$ cat src/rtl/pc_fetch_ctrl.sv
`default_nettype none
// ============================================================================
// Module      : pc_fetch_ctrl
// Description : Program counter and fetch-control stage. Steps prog_ctr
//               sequentially or redirects it to an absolute target on taken
//               jumps, branches, calls and returns. Includes a small
//               call/return stack and a start/run/done handshake that ends
//               when prog_ctr reaches HALT_ADDR.
// Revision    : 1.0 - initial release
// ----------------------------------------------------------------------------
// Ports
//   clk          in   1   system clock, rising edge
//   rst_n        in   1   asynchronous active-low reset
//   start        in   1   begin execution at address 0 (from IDLE or DONE)
//   stall        in   1   hold prog_ctr and all state this cycle
//   jump_en      in   1   unconditional absolute jump to target
//   branch_en    in   1   conditional branch present
//   branch_cond  in   1   branch taken when branch_en && branch_cond
//   call_en      in   1   push prog_ctr+1, jump to target
//   ret_en       in   1   pop return address into prog_ctr
//   target       in   D   absolute target address
//   prog_ctr     out  D   current instruction address
//   busy         out  1   high in RUN
//   done         out  1   high in DONE
//   stack_err    out  1   sticky stack overflow/underflow flag
// ============================================================================
module pc_fetch_ctrl #(
  parameter int D           = 12,
  parameter int HALT_ADDR   = 511,
  parameter int STACK_DEPTH = 4
) (
  input  logic         clk,
  input  logic         rst_n,
  input  logic         start,
  input  logic         stall,
  input  logic         jump_en,
  input  logic         branch_en,
  input  logic         branch_cond,
  input  logic         call_en,
  input  logic         ret_en,
  input  logic [D-1:0] target,
  output logic [D-1:0] prog_ctr,
  output logic         busy,
  output logic         done,
  output logic         stack_err
);

  // Pointer is one bit wider than the entry index so "full" (== depth)
  // is distinguishable from "empty" (== 0).
  localparam int SPW = $clog2(STACK_DEPTH);

  localparam logic [D-1:0] C_HALT = D'(HALT_ADDR);
  localparam logic [SPW:0] C_FULL = (SPW+1)'(STACK_DEPTH);

  typedef enum logic [1:0] {
    S_IDLE = 2'd0,
    S_RUN  = 2'd1,
    S_DONE = 2'd2
  } state_t;

  state_t         r_state;
  state_t         w_state_nxt;
  logic [D-1:0]   r_pc;
  logic [D-1:0]   w_pc_nxt;
  logic [D-1:0]   w_pc_inc;
  logic [SPW:0]   r_sp;
  logic [SPW:0]   w_sp_nxt;
  logic [SPW:0]   w_sp_dec;
  logic           r_err;
  logic           w_err_nxt;
  logic           w_push;
  logic           r_busy;
  logic           r_done;
  logic [D-1:0]   r_stack [STACK_DEPTH];

  // Natural D-bit wrap: all-ones + 1 returns to zero, both for stepping and
  // for the return address pushed by a call.
  assign w_pc_inc = r_pc + D'(1);
  assign w_sp_dec = r_sp - (SPW+1)'(1);

  always_comb begin
    w_state_nxt = r_state;
    w_pc_nxt    = r_pc;
    w_sp_nxt    = r_sp;
    w_err_nxt   = r_err;
    w_push      = 1'b0;

    case (r_state)
      S_IDLE: begin
        w_pc_nxt = '0;
        if (start) begin
          w_state_nxt = S_RUN;
          w_sp_nxt    = '0;
          w_err_nxt   = 1'b0;
        end
      end

      S_RUN: begin
        if (stall) begin
          // Everything holds, including halt detection.
        end else if (r_pc == C_HALT) begin
          w_state_nxt = S_DONE;
        end else if (ret_en) begin
          if (r_sp != '0) begin
            w_pc_nxt = r_stack[w_sp_dec[SPW-1:0]];
            w_sp_nxt = w_sp_dec;
          end else begin
            w_err_nxt = 1'b1;
            w_pc_nxt  = w_pc_inc;
          end
        end else if (call_en) begin
          if (r_sp != C_FULL) begin
            w_push   = 1'b1;
            w_sp_nxt = r_sp + (SPW+1)'(1);
          end else begin
            w_err_nxt = 1'b1;
          end
          w_pc_nxt = target;
        end else if (jump_en || (branch_en && branch_cond)) begin
          w_pc_nxt = target;
        end else begin
          w_pc_nxt = w_pc_inc;
        end
      end

      S_DONE: begin
        if (start) begin
          w_state_nxt = S_RUN;
          w_pc_nxt    = '0;
          w_sp_nxt    = '0;
          w_err_nxt   = 1'b0;
        end
      end

      default: begin
        w_state_nxt = S_IDLE;
        w_pc_nxt    = '0;
        w_sp_nxt    = '0;
        w_err_nxt   = 1'b0;
      end
    endcase
  end

  always_ff @(posedge clk or negedge rst_n) begin
    if (!rst_n) begin
      r_state <= S_IDLE;
      r_pc    <= '0;
      r_sp    <= '0;
      r_err   <= 1'b0;
      r_busy  <= 1'b0;
      r_done  <= 1'b0;
    end else begin
      r_state <= w_state_nxt;
      r_pc    <= w_pc_nxt;
      r_sp    <= w_sp_nxt;
      r_err   <= w_err_nxt;
      // Flags follow the next state so they change on the same edge.
      r_busy  <= (w_state_nxt == S_RUN);
      r_done  <= (w_state_nxt == S_DONE);
    end
  end

  // Stack storage needs no reset; the pointer alone defines validity.
  // w_push is only raised in RUN, which reset always leaves.
  always_ff @(posedge clk) begin
    if (w_push) begin
      r_stack[r_sp[SPW-1:0]] <= w_pc_inc;
    end
  end

  assign prog_ctr  = r_pc;
  assign busy      = r_busy;
  assign done      = r_done;
  assign stack_err = r_err;

endmodule
`default_nettype wire
$ cat config.mk
export PLATFORM = sky130hd
export DESIGN_NAME = pc_fetch_ctrl
export DESIGN_NICKNAME = d
export VERILOG_FILES = /design/src/rtl/pc_fetch_ctrl.sv
export SDC_FILE = /design/constraint.sdc
export NUM_CORES = 1
export LEC_CHECK = 0
export BUFFER_PORTS_ARGS = -buffer_cell sky130_fd_sc_hd__buf_4
export CAP_MARGIN = 10
export CORE_MARGIN = 2
export CORE_UTILIZATION = 45
export DETAILED_ROUTE_END_ITERATION = 12
export PLACE_DENSITY = 0.68
export SLEW_MARGIN = 20
export SYNTH_ARGS = -nofsm -noshare
export SYNTH_HDL_FRONTEND = slang
export SYNTH_SLANG_ARGS = --single-unit
$ cat constraint.sdc
create_clock -name clk -period 2.25 [get_ports clk]
set_input_delay 0.45 -clock clk [delete_from_list [all_inputs] [get_ports clk]]
set_output_delay 0.45 -clock clk [all_outputs]
set_load 0.005 [all_outputs]
Word level (Yosys, flattened, before mapping)
Memory sizes are Yosys's and may differ from the RTL's.
Cells that the tools add are included.
{"block": "classes", "add_sub_neg": 3, "n_mul": 0, "n_div": 0, "magnitude_cmp": 0, "n_eq_ne": 15, "shifts": 0, "n_mux": 36, "bitwise_logic": 0, "n_reduce_logical": 8}
{"cell": "12-bit 2-to-1 mux", "n": 7}
{"cell": "12-bit case mux with 2 select lines", "n": 1}
{"cell": "3-bit 2-to-1 mux", "n": 7}
{"cell": "3-bit inequality test, second input constant", "n": 6}
{"cell": "1-bit 2-to-1 mux", "n": 15}
{"cell": "12-bit by 1-bit adder with 12-bit output, second input constant", "n": 1}
{"cell": "12-bit by 9-bit == test with 1-bit output, second input constant", "n": 1}
{"cell": "6-bit AND reduction", "n": 2}
{"cell": "2-bit 2-to-1 mux", "n": 3}
{"cell": "2-bit inequality test, second input constant", "n": 3}
{"cell": "3-bit case mux with 2 select lines", "n": 1}
{"cell": "2-bit by 1-bit == test with 1-bit output, second input constant", "n": 2}
{"cell": "2-bit == test, second input constant", "n": 2}
{"cell": "2-bit case mux with 2 select lines", "n": 1}
{"cell": "3-bit by 1-bit adder with 3-bit output, second input constant", "n": 1}
{"cell": "3-bit AND reduction", "n": 1}
{"cell": "3-bit nonzero test", "n": 1}
{"cell": "3-bit by 1-bit subtractor with 3-bit output, second input constant", "n": 1}
{"cell": "2-bit zero test", "n": 1}
{"cell": "2-bit by 1-bit inequality test with 1-bit output, second input constant", "n": 1}
{"cell": "1-bit case mux with 2 select lines", "n": 1}
{"cell": "2-bit OR reduction", "n": 1}
{"cell": "1-bit logical AND", "n": 1}
{"cell": "1-bit logical OR", "n": 1}
{"block": "word_totals", "register_bits": 20, "latch_bits": 0, "ramBits": 48, "mem_bits_ro": 0, "output_inout_bits": 15, "elab_cells": 69, "memories": 1}
{"memory": "r_stack", "depth": 4, "width": 12, "rd": 1, "rd_ports_with_merged_regs": 0, "wr": 1, "line_no": "74", "rtl": "logic [D-1:0] r_stack [STACK_DEPTH];"}

Longest topological paths before layout
Gate-level depths: netlist (run 1).
{"block": "logic_depth", "word_depth": 9, "depth_mapped": 10, "ltp_nobuf": 7}

Worst setup path after synthesis (run 1)
Ideal clock, no wire load.
{"block": "synth_timing", "path_type": "reg-to-reg", "from": "register r_sp[0]", "to": "register r_pc[7], in the netlist prog_ctr[7]", "setup_ns": 0.122, "arrival_time_ns": 2.250, "setup_slack_ns": -0.121, "stages_incl_launch_ff": 10, "n_path_buf": 3, "cell_sequence": "dfrtp_1 > buf_2 > buf_4 > inv_1 > ha_1 > buf_1 > mux4_2 > nor2_1 > nor2_1 > a32o_1"}
{"block": "synth_between", "elab_chain_cells": 7, "word_cells_on_any_way": 8}
{"element": "start: declaration", "line_no": "66", "rtl": "logic [SPW:0] r_sp;"}
{"element": "start signal: assignment", "line_no": "155", "rtl": "r_sp <= w_sp_nxt;"}
{"element": "3-bit by 1-bit subtractor with 3-bit output", "line_no": "79", "rtl": "assign w_sp_dec = r_sp - (SPW+1)'(1);"}
{"element": "memory 4 x 12 bit"}
{"element": "12-bit 2-to-1 mux (*)", "line_no": "104", "rtl": "if (r_sp != '0) begin"}
{"element": "12-bit 2-to-1 mux (*)", "line_no": "103", "rtl": "end else if (ret_en) begin"}
{"element": "12-bit 2-to-1 mux (*)", "line_no": "101", "rtl": "end else if (r_pc == C_HALT) begin"}
{"element": "12-bit 2-to-1 mux (*)", "line_no": "99", "rtl": "if (stall) begin"}
{"element": "12-bit case mux with 2 select lines (*)", "line_no": "88", "rtl": "case (r_state)"}
{"element": "end signal: assignment", "line_no": "154", "rtl": "r_pc <= w_pc_nxt;"}
{"element": "end: declaration", "line_no": "63", "rtl": "logic [D-1:0] r_pc;"}
Mark *: on every way between the ends. The rest lies on a longest branch, timed or not. The select of a mux whose other input is x is not followed.
A chain may end at the register's enable or synchronous reset.

Worst setup path after layout (run 1)
{"block": "layout_timing", "from": "register r_state[1]", "to": "memory r_stack[1][2], enable pin"}
{"block": "layout_between", "elab_chain_cells": 4}
{"element": "start: declaration", "line_no": "61", "rtl": "state_t r_state;"}
{"element": "start signal: assignment", "line_no": "153", "rtl": "r_state <= w_state_nxt;"}
{"element": "2-bit by 1-bit == test with 1-bit output", "line_no": "88"}
{"element": "1-bit 2-to-1 mux", "line_no": "88"}
{"element": "1-bit 2-to-1 mux", "line_no": "166", "rtl": "if (w_push) begin"}
{"element": "1-bit 2-to-1 mux (implied by the code)", "line_no": "167", "rtl": "r_stack[r_sp[SPW-1:0]] <= w_pc_inc;"}
{"element": "end: declaration", "line_no": "74"}
No other way between the ends.

==> impl_summary.log, run 1 <==
[metrics] H-tree levels: 3
[metrics] buffer count from post-CTS setup fixing: 0
[metrics] WL per Instance: 19.5 µm
[metrics] vias per cell: 5.59
[metrics] slowest cell delay on critical path: 510 ps
[metrics] remaining antenna violation count: 0
[metrics] worst hold slack across all endpoints: 384 ps
[metrics] Inserted Clock Buffers: 9
[metrics] Switching Fraction: 34.4%
[metrics] highest clock rate: 464 MHz
[metrics] layout overhead on the synthesized area: 22.9%
[metrics] routed via count: roughly 2.3k
[metrics] cell area after synthesis: 0.00327 mm²
[metrics] Worst IR Drop VDD: 0.000597 V
[metrics] worst slew margin relative to its limit: 62.4%
[metrics] flip-flop and latch count after synthesis: 68
[metrics] overall routed net length: 8.00 mm
[metrics] endpoint of the worst register-to-register path: r_stack[1][2]
[metrics] sequential share of power: approximately 39%
[metrics] cell internal pwr: 0.00301 W
[metrics] per-instance average area after synthesis: 13.4 µm²
[metrics] Max Fanout on Critical Path: 12
[metrics] arrival time of data at the critical path endpoint: between 2000 and 2500 ps
[metrics] TritonCTS clock tree: done
[metrics] total count of max-transition violations in the final report: 0
[metrics] Clock Sinks: 68
[metrics] Die Wd: 89.3 µm
[metrics] synthesized net count: 271
[metrics] diode count: 0
[metrics] Post-Syn Instances: 244
[metrics] worst setup skew after layout: about 17 ps
[metrics] root buffer cell: sky130_fd_sc_hd__clkbuf_8
[metrics] area of the die: 0.00797 mm²
[metrics] timing endpoint of the critical path: r_stack[1][2]
[metrics] post-route DRC violation count: 0
[metrics] standard cell with the maximum stage delay on the critical path: sky130_fd_sc_hd__or3b_2
[metrics] sequential cell area fraction in the yosys report: 59.4%
[metrics] vias in the first global route: around 2.2k
[metrics] Clock power frac: 22.0%
[metrics] # nets final: approximately 330
[metrics] leakage dissipation: around 1.6 nW
[metrics] post-layout min period: 2160 ps
[metrics] unique cell type count in the Yosys netlist: 54
[metrics] design area: 0.00402 mm²
[metrics] depth of the worst register-to-register path: 5
[metrics] first-iteration detailed-routing DRC count: 226
[metrics] number of flops mapped to enable cells by yosys: 48
[metrics] gr usage total: 21.5%
[metrics] vertical die dimension: 89.3 µm
[metrics] post-route fraction of the period consumed by the critical path: 95.8%
[metrics] switching power total: 0.00158 W
[metrics] final HPWL from detailed placement: 5.80 mm
[metrics] Core Box Area: 0.00714 mm²
[metrics] Ports: 36
[metrics] Worst Max-Slew Pin Slew: about 560 ps
[metrics] count of warnings emitted by yosys: 0
[metrics] clock latency of the later-clocked register in the worst-skew pair: 350 ps
[metrics] pin count of the biggest net entering global routing: 21
[metrics] critical path class: reg -> reg
[metrics] share of layout cells above drive strength 1: 33.8%
[metrics] leading register cell type out of synthesis: sky130_fd_sc_hd__edfxtp_1
[metrics] Max-cap violations: 0
[metrics] Setup violations, final: 0
[metrics] number of antenna violations at the first check in global routing: 0
[metrics] starting density of the core: 45.8%
[metrics] slack of the worst reg-to-reg path: about 94 ps
[metrics] Hold Crit Class: in -> reg
[metrics] Final Hold Fails: 0
[metrics] critical path endpoint category: register
[metrics] placed inst area: roughly 0.0038 mm²
[metrics] worst endpoint required time: 2260 ps
[metrics] routability-driven placement congestion ratio: about 0.82
[metrics] critical path, cell by cell: or3b_2 -> a41oi_2 -> nand3_1 -> a21oi_1 -> and2_2
[metrics] total number of placement rows: 31
[metrics] detailed-routing iteration count for the pre-antenna-repair pass: 5
[metrics] status: finished, final reports clean
[metrics] clock tree buffer depth: 2
[metrics] first-pass GRT wire length: 12.0 mm
[metrics] sort of element at the start of the critical path: register
[metrics] proportion of synthesized flip-flops having asynchronous set or reset: between 20% and 30%
[metrics] RSZ-0062 raised after global routing: yes
[metrics] critical path launch point: r_state[1]
[metrics] clock transition at the registers of the reported paths: 90 ps
[metrics] worst reg2reg path startpoint: r_state[1]
[metrics] logic gate share of total power: about 39%
[metrics] areal power density over the cells: approximately 1100 mW/mm²
[metrics] IO buf count: 35
[metrics] gr ovfl total: 0
[per-layer routing]
metal | routed length [µm] | vias up | GRT usage (%)
li1 | - | 1068 | -
met3 | 524 | 9 | 4.25
met1 | 3600 | 1125 | 29.7
met2 | 3750 | 91 | 33.4
met5 | 0 | - | 0
met4 | 124 | 0 | 8.96
[state kept, by name (all words and copies together), names as in the netlist]
signal and flops:
prog_ctr 12, r_sp 3, r_state 2, done 1, stack_err 1, r_stack 48, busy 1
[logic make-up (layout without fill, tap and decap cells)]
kind of cell | Yosys count | count (layout) | synth area share [%]
buffers and inverters | 17 | 84 | 2.52
AOI/OAI and AO/OA | 56 | 56 | 12.9
muxes | 14 | 14 | 8.95
xor gates and xnor gates | 8 | 8 | 2.14
and+or+nand+nor | 75 | 75 | 11.8
adders and majority gates | 6 | 6 | 2.30
DFF | 68 | 68 | 59.4
[worst max-delay path, delay by kind of cell, from the launching register on]
family             cells  cell delay [ps]
DFF                    1              400
and+or+nand+nor        3             1040
AOI/OAI and AO/OA      2              380
[area by class of cell]
class,instances,area (µm²)
fillers,600,3120
multi-input cells,159,1250
inverters,6,22.5
flip-flops and latches,68,1940
clock inverters,7,73.8
clock buffers,9,124
repair buffers,62,480
well taps,99,124
[worst min-delay path by stage]
stage	end	depth (start not counted)	from	slack (ps)
6_report	busy	3	start	380
5_1_grt	busy	3	start	420
4_1_cts	busy	3	start	370
3_5_place_dp	r_sp[2]	1	rst_n	350
3_3_place_gp	r_sp[2]	1	rst_n	340
2_1_floorplan	busy	0	rst_n	150
[through the flow]
step / power (W) / TNS [ps] / cells / worst slack, ps / util, %
after floorplan: 0.00286 / 0 / 244 / 55.1 / -
after global placement: 0.00356 / -72.8 / 393 / -6.70 / 53.4
after detailed placement: 0.00358 / -785 / 393 / -38.1 / 53.4
after CTS: 0.00461 / 0 / 410 / 85.3 / 56.3
after global routing: 0.00483 / -1290 / 410 / -69.5 / 56.3
final: 0.00458 / 0 / 410 / 94.1 / 56.3
[layout by cell type, fill, tap and decap left out, types with 4 or more instances in the layout]
cell	netlist	final
sky130_fd_sc_hd__buf_4	2	60
sky130_fd_sc_hd__clkbuf_8	0	9
sky130_fd_sc_hd__dfrtp_1	20	19
sky130_fd_sc_hd__edfxtp_1	48	48
sky130_fd_sc_hd__ha_1	6	6
sky130_fd_sc_hd__inv_1	5	5
sky130_fd_sc_hd__mux4_2	12	12
sky130_fd_sc_hd__nand2_1	20	20
sky130_fd_sc_hd__nand3_1	12	12
sky130_fd_sc_hd__nor2_1	17	16
sky130_fd_sc_hd__o21ai_0	14	14
sky130_fd_sc_hd__o31ai_1	4	4
sky130_fd_sc_hd__o32ai_1	4	4
sky130_fd_sc_hd__xnor2_1	4	4
sky130_fd_sc_hd__xor2_1	4	4
[what timing repair did]
action,in CTS,in global routing
hold buffers,1,0
hold endpoints to repair,20,0
setup endpoints to repair,0,25
gates resized for setup,0,1
[power by group through the flow]
stage          Sequential [W]  Combinational [W]  Clock (W)
6_report              0.00180            0.00177    0.00101
3_5_place_dp          0.00183            0.00176          0
5_1_grt               0.00183            0.00192    0.00108
2_1_floorplan         0.00182            0.00104          0
3_3_place_gp          0.00182            0.00174          0
4_1_cts               0.00180            0.00177    0.00104
[synth_stat cells, types with 2 or more instances]
library cell / instances / area [µm²]
sky130_fd_sc_hd__o22ai_1: 3 / 18.8
sky130_fd_sc_hd__buf_2: 2 / 10.0
sky130_fd_sc_hd__buf_4: 2 / 15.0
sky130_fd_sc_hd__nand2b_1: 3 / 18.8
sky130_fd_sc_hd__and2_1: 4 / 25.0
sky130_fd_sc_hd__mux4_2: 12 / 270
sky130_fd_sc_hd__nor2b_1: 3 / 18.8
sky130_fd_sc_hd__a21o_1: 3 / 22.5
sky130_fd_sc_hd__o31ai_1: 4 / 30.0
sky130_fd_sc_hd__nor2_1: 17 / 63.8
sky130_fd_sc_hd__and4_1: 2 / 17.5
sky130_fd_sc_hd__xnor2_1: 4 / 35.0
sky130_fd_sc_hd__edfxtp_1: 48 / 1440
sky130_fd_sc_hd__or2_2: 2 / 12.5
sky130_fd_sc_hd__a41oi_2: 2 / 32.5
sky130_fd_sc_hd__nand4_1: 2 / 12.5
sky130_fd_sc_hd__nor3_1: 2 / 10.0
sky130_fd_sc_hd__o32ai_1: 4 / 35.0
sky130_fd_sc_hd__o21ai_0: 14 / 70.1
sky130_fd_sc_hd__mux2_2: 2 / 22.5
sky130_fd_sc_hd__nand3_1: 12 / 60.1
sky130_fd_sc_hd__a21boi_0: 2 / 15.0
sky130_fd_sc_hd__buf_1: 2 / 7.51
sky130_fd_sc_hd__a22o_1: 2 / 17.5
sky130_fd_sc_hd__nand2_1: 20 / 75.1
sky130_fd_sc_hd__clkbuf_1: 3 / 11.3
sky130_fd_sc_hd__dfrtp_1: 20 / 500
sky130_fd_sc_hd__a21oi_1: 3 / 15.0
sky130_fd_sc_hd__a31oi_1: 2 / 12.5
sky130_fd_sc_hd__a32o_1: 3 / 30.0
sky130_fd_sc_hd__a211oi_1: 2 / 15.0
sky130_fd_sc_hd__xor2_1: 4 / 35.0
sky130_fd_sc_hd__ha_1: 6 / 75.1
sky130_fd_sc_hd__and3_1: 3 / 18.8
sky130_fd_sc_hd__inv_1: 5 / 18.8
sky130_fd_sc_hd__o211ai_1: 2 / 15.0
No activity file was read; power rests on OpenSTA's default activity.
==> run 2: changes to the inputs <==
--- a/config.mk
+++ b/config.mk
@@ -10,7 +10,6 @@
 export CORE_MARGIN = 2
 export CORE_UTILIZATION = 45
 export DETAILED_ROUTE_END_ITERATION = 12
-export PLACE_DENSITY = 0.68
 export SLEW_MARGIN = 20
 export SYNTH_ARGS = -nofsm -noshare
 export SYNTH_HDL_FRONTEND = slang
==> constraint.sdc (replaced) <==
create_clock -name clk -period 2.6 [get_ports clk]
set_input_delay 0.52 -clock clk [delete_from_list [all_inputs] [get_ports clk]]
set_output_delay 0.52 -clock clk [all_outputs]
set_load 0.005 [all_outputs]
==> impl_summary.log, run 2 (synthesis results as in run 1) <==
[metrics] final HPWL from detailed placement: 5.53 mm (-4.7%)
[metrics] critical path launch point: prog_ctr[0]
[metrics] routability-driven placement congestion ratio: 0.824 (+0.75%)
[metrics] Worst IR Drop VDD: 0.000465 V (-22%)
[metrics] Max-cap violations: 0 (unchanged)
[metrics] final non-filler cell total: 396 (-3.4%)
[metrics] diode count: 0 (unchanged)
[metrics] switching power total: 0.00137 W (-13%)
[metrics] total number of placement rows: 31 (unchanged)
[metrics] total design power: 0.00389 W (-15%)
[metrics] vias per cell: 5.64 (+0.83%)
[metrics] gr ovfl total: 0 (unchanged)
[metrics] number of placed instances with taps included: 380 (-3.3%)
[metrics] max reg flops: 48 (unchanged)
[metrics] post-place setup slack: 273 ps (+312 ps)
[metrics] Hold Crit Class: in -> async
[metrics] # nets final: 319 (-4.2%)
[metrics] Die Wd: 89.3 µm (unchanged)
[metrics] detailed-routing iteration count for the pre-antenna-repair pass: 4 (-1)
[metrics] TritonCTS clock tree: done
[metrics] RSZ-0062 raised after global routing: no
[metrics] Clock Sinks: 68 (unchanged)
[metrics] number of antenna violations at the first check in global routing: 0 (unchanged)
[metrics] cell internal pwr: 0.00252 W (-16%)
[metrics] areal power density over the cells: 994 mW/mm² (-13%)
[metrics] WL per Instance: 19.5 µm (about the same)
[metrics] logic gate share of total power: 34.8% (-3.8 points)
[metrics] post-layout min period: 2300 ps (+148 ps)
[metrics] depth of the worst register-to-register path: 7 (+2)
[metrics] clock latency of the later-clocked register in the worst-skew pair: 360 ps (about the same)
[metrics] overall routed net length: 7.72 mm (-3.5%)
[metrics] Setup violations, final: 0 (unchanged)
[metrics] status: finished, final reports clean
[metrics] clock transition at the registers of the reported paths: 90 ps (about the same)
[metrics] Post-CTS Resized: 0 (unchanged)
[metrics] clock tree buffer depth: 2 (unchanged)
[metrics] worst reg2reg path startpoint: prog_ctr[0]
[metrics] most common cell after layout, fill and taps aside: sky130_fd_sc_hd__edfxtp_1
[metrics] vias in the first global route: 2197 (-1.3%)
[metrics] pin count of the biggest net entering global routing: 21 (unchanged)
[metrics] sequential share of power: 41.5% (+2.2 points)
[metrics] first-pass GRT wire length: 12.1 mm (+0.29%)
[metrics] arrival time of data at the critical path endpoint: 2360 ps (+190 ps)
[metrics] placed inst area: 0.00371 mm² (-2.7%)
[metrics] worst setup skew after layout: 14.1 ps (-3.00 ps)
[metrics] area of the die: 0.00797 mm² (unchanged)
[metrics] Max Fanout on Critical Path: 9 (-3)
[metrics] Core Box Area: 0.00714 mm² (unchanged)
[metrics] starting density of the core: 45.8% (unchanged)
[metrics] IO buf count: 35 (unchanged)
[metrics] worst slew margin relative to its limit: 62.2% (-0.30 points)
[metrics] gr usage total: 21.6% (+0.15 points)
[metrics] sort of element at the start of the critical path: register
[metrics] total count of max-transition violations in the final report: 0 (unchanged)
[metrics] Worst Max-Slew Pin Slew: 564 ps (+4.41 ps)
[metrics] post-route fraction of the period consumed by the critical path: 88.6% (-7.2 points)
[metrics] highest clock rate: 434 MHz (-6.4%)
[metrics] timing endpoint of the critical path: r_stack[3][4]
[metrics] buffer count from post-CTS setup fixing: 0 (unchanged)
[metrics] final total negative setup slack: 0 ps (unchanged)
[metrics] setup ws final: 296 ps (+202 ps)
[metrics] post-route DRC violation count: 0 (unchanged)
[metrics] first-iteration detailed-routing DRC count: 189 (-16%)
[metrics] endpoint of the worst register-to-register path: r_stack[3][4]
[metrics] H-tree levels: 3 (unchanged)
[metrics] Ports: 36 (unchanged)
[metrics] commonest non-fill, non-tap cells in the layout: 48 x sky130_fd_sc_hd__edfxtp_1, 47 x sky130_fd_sc_hd__buf_4, 20 x sky130_fd_sc_hd__nand2_1, 20 x sky130_fd_sc_hd__dfrtp_1, 17 x sky130_fd_sc_hd__nor2_1
[metrics] Final Hold Fails: 0 (unchanged)
[metrics] share of layout cells above drive strength 1: 29.3% (-4.5 points)
[metrics] remaining antenna violation count: 0 (unchanged)
[metrics] hold buffers post-CTS: 0 (-1)
[metrics] root buffer cell: sky130_fd_sc_hd__clkbuf_8
[metrics] design area: 0.00391 mm² (-2.6%)
[metrics] routed via count: 2233 (-2.6%)
[metrics] Switching Fraction: 35.2% (+0.81 points)
[metrics] Clock power frac: 23.6% (+1.6 points)
[metrics] critical path class: reg -> reg
[metrics] slack of the worst reg-to-reg path: 300 ps (+200 ps)
[metrics] worst endpoint required time: 2660 ps (+400 ps)
[metrics] layout overhead on the synthesized area: 19.7%
[metrics] critical path endpoint category: register
[metrics] vertical die dimension: 89.3 µm (unchanged)
[metrics] Inserted Clock Buffers: 9 (unchanged)
[metrics] leakage dissipation: 1.49 nW (-4.5%)
-- run 2: changes by cell type in the layout (fill, tap and decap cells not counted), sizes merged --
cell | before | now
inv | 7 | 9
buf | 61 | 48
clkinv | 4 | 1
clkinvlp | 1 | 2
dlygate4sd3 | 1 | 0
-- run 2: layer usage --
layer | track usage (%) | up-vias | share of wire, %
met3 | 4.52 | 19 | 4.8
met2 | 31.2 | 60 | 43
met4 | 8.96 | 0 | 2.6
li1 | - | 1044 | -
met1 | 32.1 | 1110 | 49
met5 | 0 | - | 0
-- run 2: how the worst min path moves through the flow --
| stage | endpoint | cells after the start | start | slack (ps) |
|---|---|---|---|---|
| 2_1_floorplan | busy | 0 | rst_n | 220 |
| 3_3_place_gp | r_sp[2] | 1 | rst_n | 420 |
| 3_5_place_dp | stack_err | 1 | rst_n | 420 |
| 4_1_cts | prog_ctr[11] | 1 | rst_n | 40 |
| 5_1_grt | r_sp[2] | 1 | rst_n | 40 |
| 6_report | prog_ctr[7] | 1 | rst_n | 40 |
-- run 2: power groups by stage --
stage          combinational [W]  clock, W  sequential [W]
3_3_place_gp             0.00136         0         0.00163
5_1_grt                  0.00149  0.000976         0.00165
6_report                 0.00135  0.000919         0.00162
4_1_cts                  0.00136  0.000935         0.00162
2_1_floorplan           0.000898         0         0.00158
3_5_place_dp             0.00135         0         0.00164
-- run 2: area by class of cell --
class	count	area, µm²
Timing Repair Buffer	48	373
Multi-Input combinational cell	159	1250
Clock buffer	9	124
Fill cell	634	3220
Tap cell	99	124
Inverter	6	22.5
Clock inverter	7	82.6
Sequential cell	68	1940
-- run 2: through the flow --
step	util, %	hold slack, ps
global placement	51.9	421
finish	54.8	35.7
CTS	54.8	37.4
floorplan	-	224
global route	54.8	40.8
detailed placement	51.9	421
-- run 2: critical path, cell delays in order, from the launching register on --
cell                      delay, ps
sky130_fd_sc_hd__dfrtp_1        480
sky130_fd_sc_hd__ha_1           270
sky130_fd_sc_hd__and3_1         290
sky130_fd_sc_hd__a41oi_2        230
sky130_fd_sc_hd__nand3_1        140
sky130_fd_sc_hd__a21oi_1        220
sky130_fd_sc_hd__and2_1         190
sky130_fd_sc_hd__buf_4          190
==> run 3: changes to the inputs <==
--- a/config.mk
+++ b/config.mk
@@ -5,6 +5,7 @@
 export SDC_FILE = /design/constraint.sdc
 export NUM_CORES = 1
 export LEC_CHECK = 0
+export ABC_AREA = 1
 export BUFFER_PORTS_ARGS = -buffer_cell sky130_fd_sc_hd__buf_4
 export CAP_MARGIN = 10
 export CORE_MARGIN = 2
==> impl_summary.log, run 3 <==
[metrics] CP Depth: 9 (+2)
[metrics] diode count: 0 (unchanged)
[metrics] Core Box Area: 0.00765 mm² (+7.2%)
[metrics] cell with the most instances after synthesis: sky130_fd_sc_hd__nand2_1
[metrics] TritonCTS clock tree: done
[metrics] first-iteration detailed-routing DRC count: 173 (-8.5%)
[metrics] Worst Max-Slew Pin Slew: 595 ps (+31.5 ps)
[metrics] unique cell type count in the Yosys netlist: 32 (-41%)
[metrics] number of antenna violations at the first check in global routing: 0 (unchanged)
[metrics] max reg flops: 48 (unchanged)
[metrics] post-place setup slack: 440 ps (+167 ps)
[metrics] gate family responsible for the most delay along the worst path: simple AND/OR/NAND/NOR gates
[metrics] clock latency of the later-clocked register in the worst-skew pair: 350 ps (about the same)
[metrics] synthesized net count: 437 (+61%)
[metrics] gr ovfl total: 0 (unchanged)
[metrics] arrival time of data at the critical path endpoint: 2240 ps (-120 ps)
[metrics] routability-driven placement congestion ratio: 0.820 (-0.46%)
[metrics] layout overhead on the synthesized area: 15.9%
[metrics] final HPWL from detailed placement: 6.30 mm (+14%)
[metrics] portion of synthesized cell area occupied by the leading cell type: 41.0% (-3.1 points)
[metrics] critical path endpoint category: register
[metrics] worst endpoint required time: 2660 ps (about the same)
[metrics] WL per Instance: 15.1 µm (-22%)
[metrics] Yosys top cell by area: sky130_fd_sc_hd__edfxtp_1
[metrics] Max Fanout on Critical Path: 9 (unchanged)
[metrics] sequential cell area fraction in the yosys report: 55.2% (-4.1 points)
[metrics] RSZ-0062 raised after global routing: no
[metrics] post-route DRC violation count: 0 (unchanged)
[metrics] total number of placement rows: 32 (+3.2%)
[metrics] post-route fraction of the period consumed by the critical path: 83.9% (-4.7 points)
[metrics] cell area after synthesis: 0.00352 mm² (+7.5%)
[metrics] Inserted Clock Buffers: 9 (unchanged)
[metrics] # nets final: 481 (+51%)
[metrics] hold buffers post-CTS: 0 (unchanged)
[metrics] worst setup skew after layout: 6.82 ps (-7.27 ps)
[metrics] share of layout cells above drive strength 1: 16.4% (-13 points)
[metrics] per-instance average area after synthesis: 8.58 µm² (-36%)
[metrics] Max-cap violations: 0 (unchanged)
[metrics] Worst IR Drop VDD: 0.000360 V (-23%)
[metrics] Synth area leaders: sky130_fd_sc_hd__edfxtp_1 41%, sky130_fd_sc_hd__nand2_1 16%, sky130_fd_sc_hd__dfrtp_1 14%
[metrics] buffer count from post-CTS setup fixing: 0 (unchanged)
[metrics] number of fillers in the final layout: 754 (+19%)
[metrics] routed via count: 2874 (+29%)
[metrics] Clock Sinks: 68 (unchanged)
[metrics] critical path, cell by cell: ha_1 -> nand2_1 -> inv_2 -> nand2_1 -> nor2_2 -> nand3_2 -> nand3_1 -> nor2_1 -> buf_4
[metrics] total count of max-transition violations in the final report: 0 (unchanged)
[metrics] overall routed net length: 8.48 mm (+9.8%)
[metrics] slowest cell delay on critical path: 500 ps (+20 ps)
[metrics] total design power: 0.00403 W (+3.7%)
[metrics] count of warnings emitted by yosys: 0 (unchanged)
[metrics] cell mode on critical path: sky130_fd_sc_hd__nand2_1
[metrics] Ports: 36 (unchanged)
[metrics] number of flops mapped to enable cells by yosys: 48 (unchanged)
[metrics] Hold Crit Class: in -> async
[metrics] GR Util met3: 4.80% (+0.28 points)
[metrics] starting density of the core: 46.0% (+0.15 points)
[metrics] Setup violations, final: 0 (unchanged)
[metrics] area of the die: 0.00854 mm² (+7.1%)
[metrics] gr usage total: 21.1% (-0.55 points)
[metrics] leakage dissipation: 1.85 nW (+24%)
[metrics] setup ws final: 418 ps (+122 ps)
[metrics] met1 track demand over resource: 26.8% (-5.3 points)
[metrics] vertical die dimension: 92.4 µm (+3.5%)
[metrics] vias in the first global route: 2800 (+27%)
[metrics] endpoint of the worst register-to-register path: r_stack[0][2]
[metrics] highest-utilization routing layer at the global route stage: met2
[metrics] area taken by multi-input logic gates: 0.00135 mm² (+8.0%)
[metrics] slack of the worst reg-to-reg path: 420 ps (+120 ps)
[metrics] post-layout min period: 2180 ps (-122 ps)
[metrics] highest clock rate: 458 MHz (+5.6%)
[metrics] clock transition at the registers of the reported paths: 80 ps (about the same)
[metrics] proportion of synthesized flip-flops having asynchronous set or reset: 29.4% (unchanged)
[metrics] Die Wd: 92.4 µm (+3.5%)
[metrics] leading register cell type out of synthesis: sky130_fd_sc_hd__edfxtp_1
[metrics] detailed-routing iteration count for the pre-antenna-repair pass: 5 (+1)
[metrics] Post-synth top cells: 148 x sky130_fd_sc_hd__nand2_1, 48 x sky130_fd_sc_hd__edfxtp_1, 41 x sky130_fd_sc_hd__nand3_1
[metrics] most common cell after layout, fill and taps aside: sky130_fd_sc_hd__nand2_1
[metrics] IO buf count: 35 (unchanged)
[metrics] clock tree buffer depth: 2 (unchanged)
[metrics] commonest non-fill, non-tap cells in the layout: 148 x sky130_fd_sc_hd__nand2_1, 48 x sky130_fd_sc_hd__edfxtp_1, 44 x sky130_fd_sc_hd__buf_4, 41 x sky130_fd_sc_hd__nand3_1, 36 x sky130_fd_sc_hd__inv_1
[metrics] worst reg2reg path startpoint: prog_ctr[0]
[metrics] sequential cell area: 0.00194 mm² (unchanged)
[metrics] sort of element at the start of the critical path: register
[metrics] remaining antenna violation count: 0 (unchanged)
[metrics] depth of the worst register-to-register path: 9 (+2)
[metrics] root buffer cell: sky130_fd_sc_hd__clkbuf_8
[metrics] H-tree levels: 3 (unchanged)
[metrics] pin count of the biggest net entering global routing: 29 (+38%)
[metrics] worst slew margin relative to its limit: 60.2% (-1.9 points)
[metrics] flip-flop and latch count after synthesis: 68 (unchanged)
[metrics] final total negative setup slack: 0 ps (unchanged)
[metrics] areal power density over the cells: 990 mW/mm² (-0.41%)
[metrics] Bufs and invs on worst path: 2 (+1)
[metrics] Post-Syn Instances: 410 (+68%)
[metrics] Final Hold Fails: 0 (unchanged)
[metrics] worst hold slack across all endpoints: 41.2 ps (+5.46 ps)
[metrics] status: finished, final reports clean
[metrics] met2 demand-to-capacity share in global routing: 36.6% (+5.4 points)
[metrics] first-pass GRT wire length: 13.7 mm (+14%)
[metrics] vias per cell: 5.13 (-9.0%)
[metrics] critical path class: reg -> reg
[metrics] Post-CTS Resized: 0 (unchanged)
[metrics] standard cell with the maximum stage delay on the critical path: sky130_fd_sc_hd__dfrtp_1
-- run 3: changes by cell type after synthesis, moves of 4 or more --
cell                      before  now
sky130_fd_sc_hd__a21oi_1       3   19
sky130_fd_sc_hd__and2_1        4    0
sky130_fd_sc_hd__inv_2         0    6
sky130_fd_sc_hd__o32ai_1       4    0
sky130_fd_sc_hd__inv_1         5   36
sky130_fd_sc_hd__nand2_1      20  148
sky130_fd_sc_hd__mux4_2       12    0
sky130_fd_sc_hd__nand3_2       0    4
sky130_fd_sc_hd__nor2_1       17   26
sky130_fd_sc_hd__nand3_1      12   41
-- run 3: worst max-delay path by stage --
stage / from / end / slack [ps]
global route: prog_ctr[0] / r_stack[3][8] / 310
floorplan: r_sp[0] / r_stack[1][0] / 260
global placement: prog_ctr[0] / r_stack[0][11] / 440
CTS: prog_ctr[0] / r_stack[0][2] / 410
finish: prog_ctr[0] / r_stack[0][2] / 420
detailed placement: prog_ctr[0] / r_stack[0][11] / 440
-- run 3: area by class of cell --
| type | count | share of cell area, % |
|---|---|---|
| flip-flops and latches | 68 | 47.6 |
| multi-input cells | 287 | 33.0 |
| repair buffers | 44 | 8.10 |
| inverters | 44 | 4.05 |
| well taps | 102 | 3.13 |
| clock buffers | 9 | 3.04 |
| clock inverters | 6 | 1.01 |
-- run 3: per-layer routing --
metal | part of all wire (%) | routed length (µm) | vias to the layer above
li1 | - | - | 1435
met1 | 44 | 3720 | 1353
met2 | 50 | 4260 | 76
met3 | 4.8 | 410 | 10
met4 | 1.0 | 86 | 0
met5 | 0 | 0 | -
-- run 3: logic make-up (layout without fill, tap and decap cells) --
| kind of cell | after synthesis | after routing | synth area share (%) |
|---|---|---|---|
| and+or+nand+nor | 231 | 231 | 28.1 |
| DFF | 68 | 68 | 55.2 |
| buffers and inverters | 55 | 103 | 6.48 |
| AOI/OAI and AO/OA | 47 | 47 | 7.30 |
| adders and majority gates | 6 | 6 | 2.14 |
| xor gates and xnor gates | 3 | 3 | 0.747 |
-- run 3: stage by stage --
stage,utilization [%],instance area [µm²],instances
after floorplan,-,3520,410
after detailed placement,51.1,3910,545
after global routing,53.3,4080,560
final,53.3,4080,560
after CTS,53.3,4080,560
after global placement,51.1,3910,545
-- run 3: power by group --
part	switching, W	leakage [nW]	internal [W]
clock network	0.000423	0.0775	0.000340
logic	0.00110	1.10	0.000579
registers	0.000159	0.673	0.00144
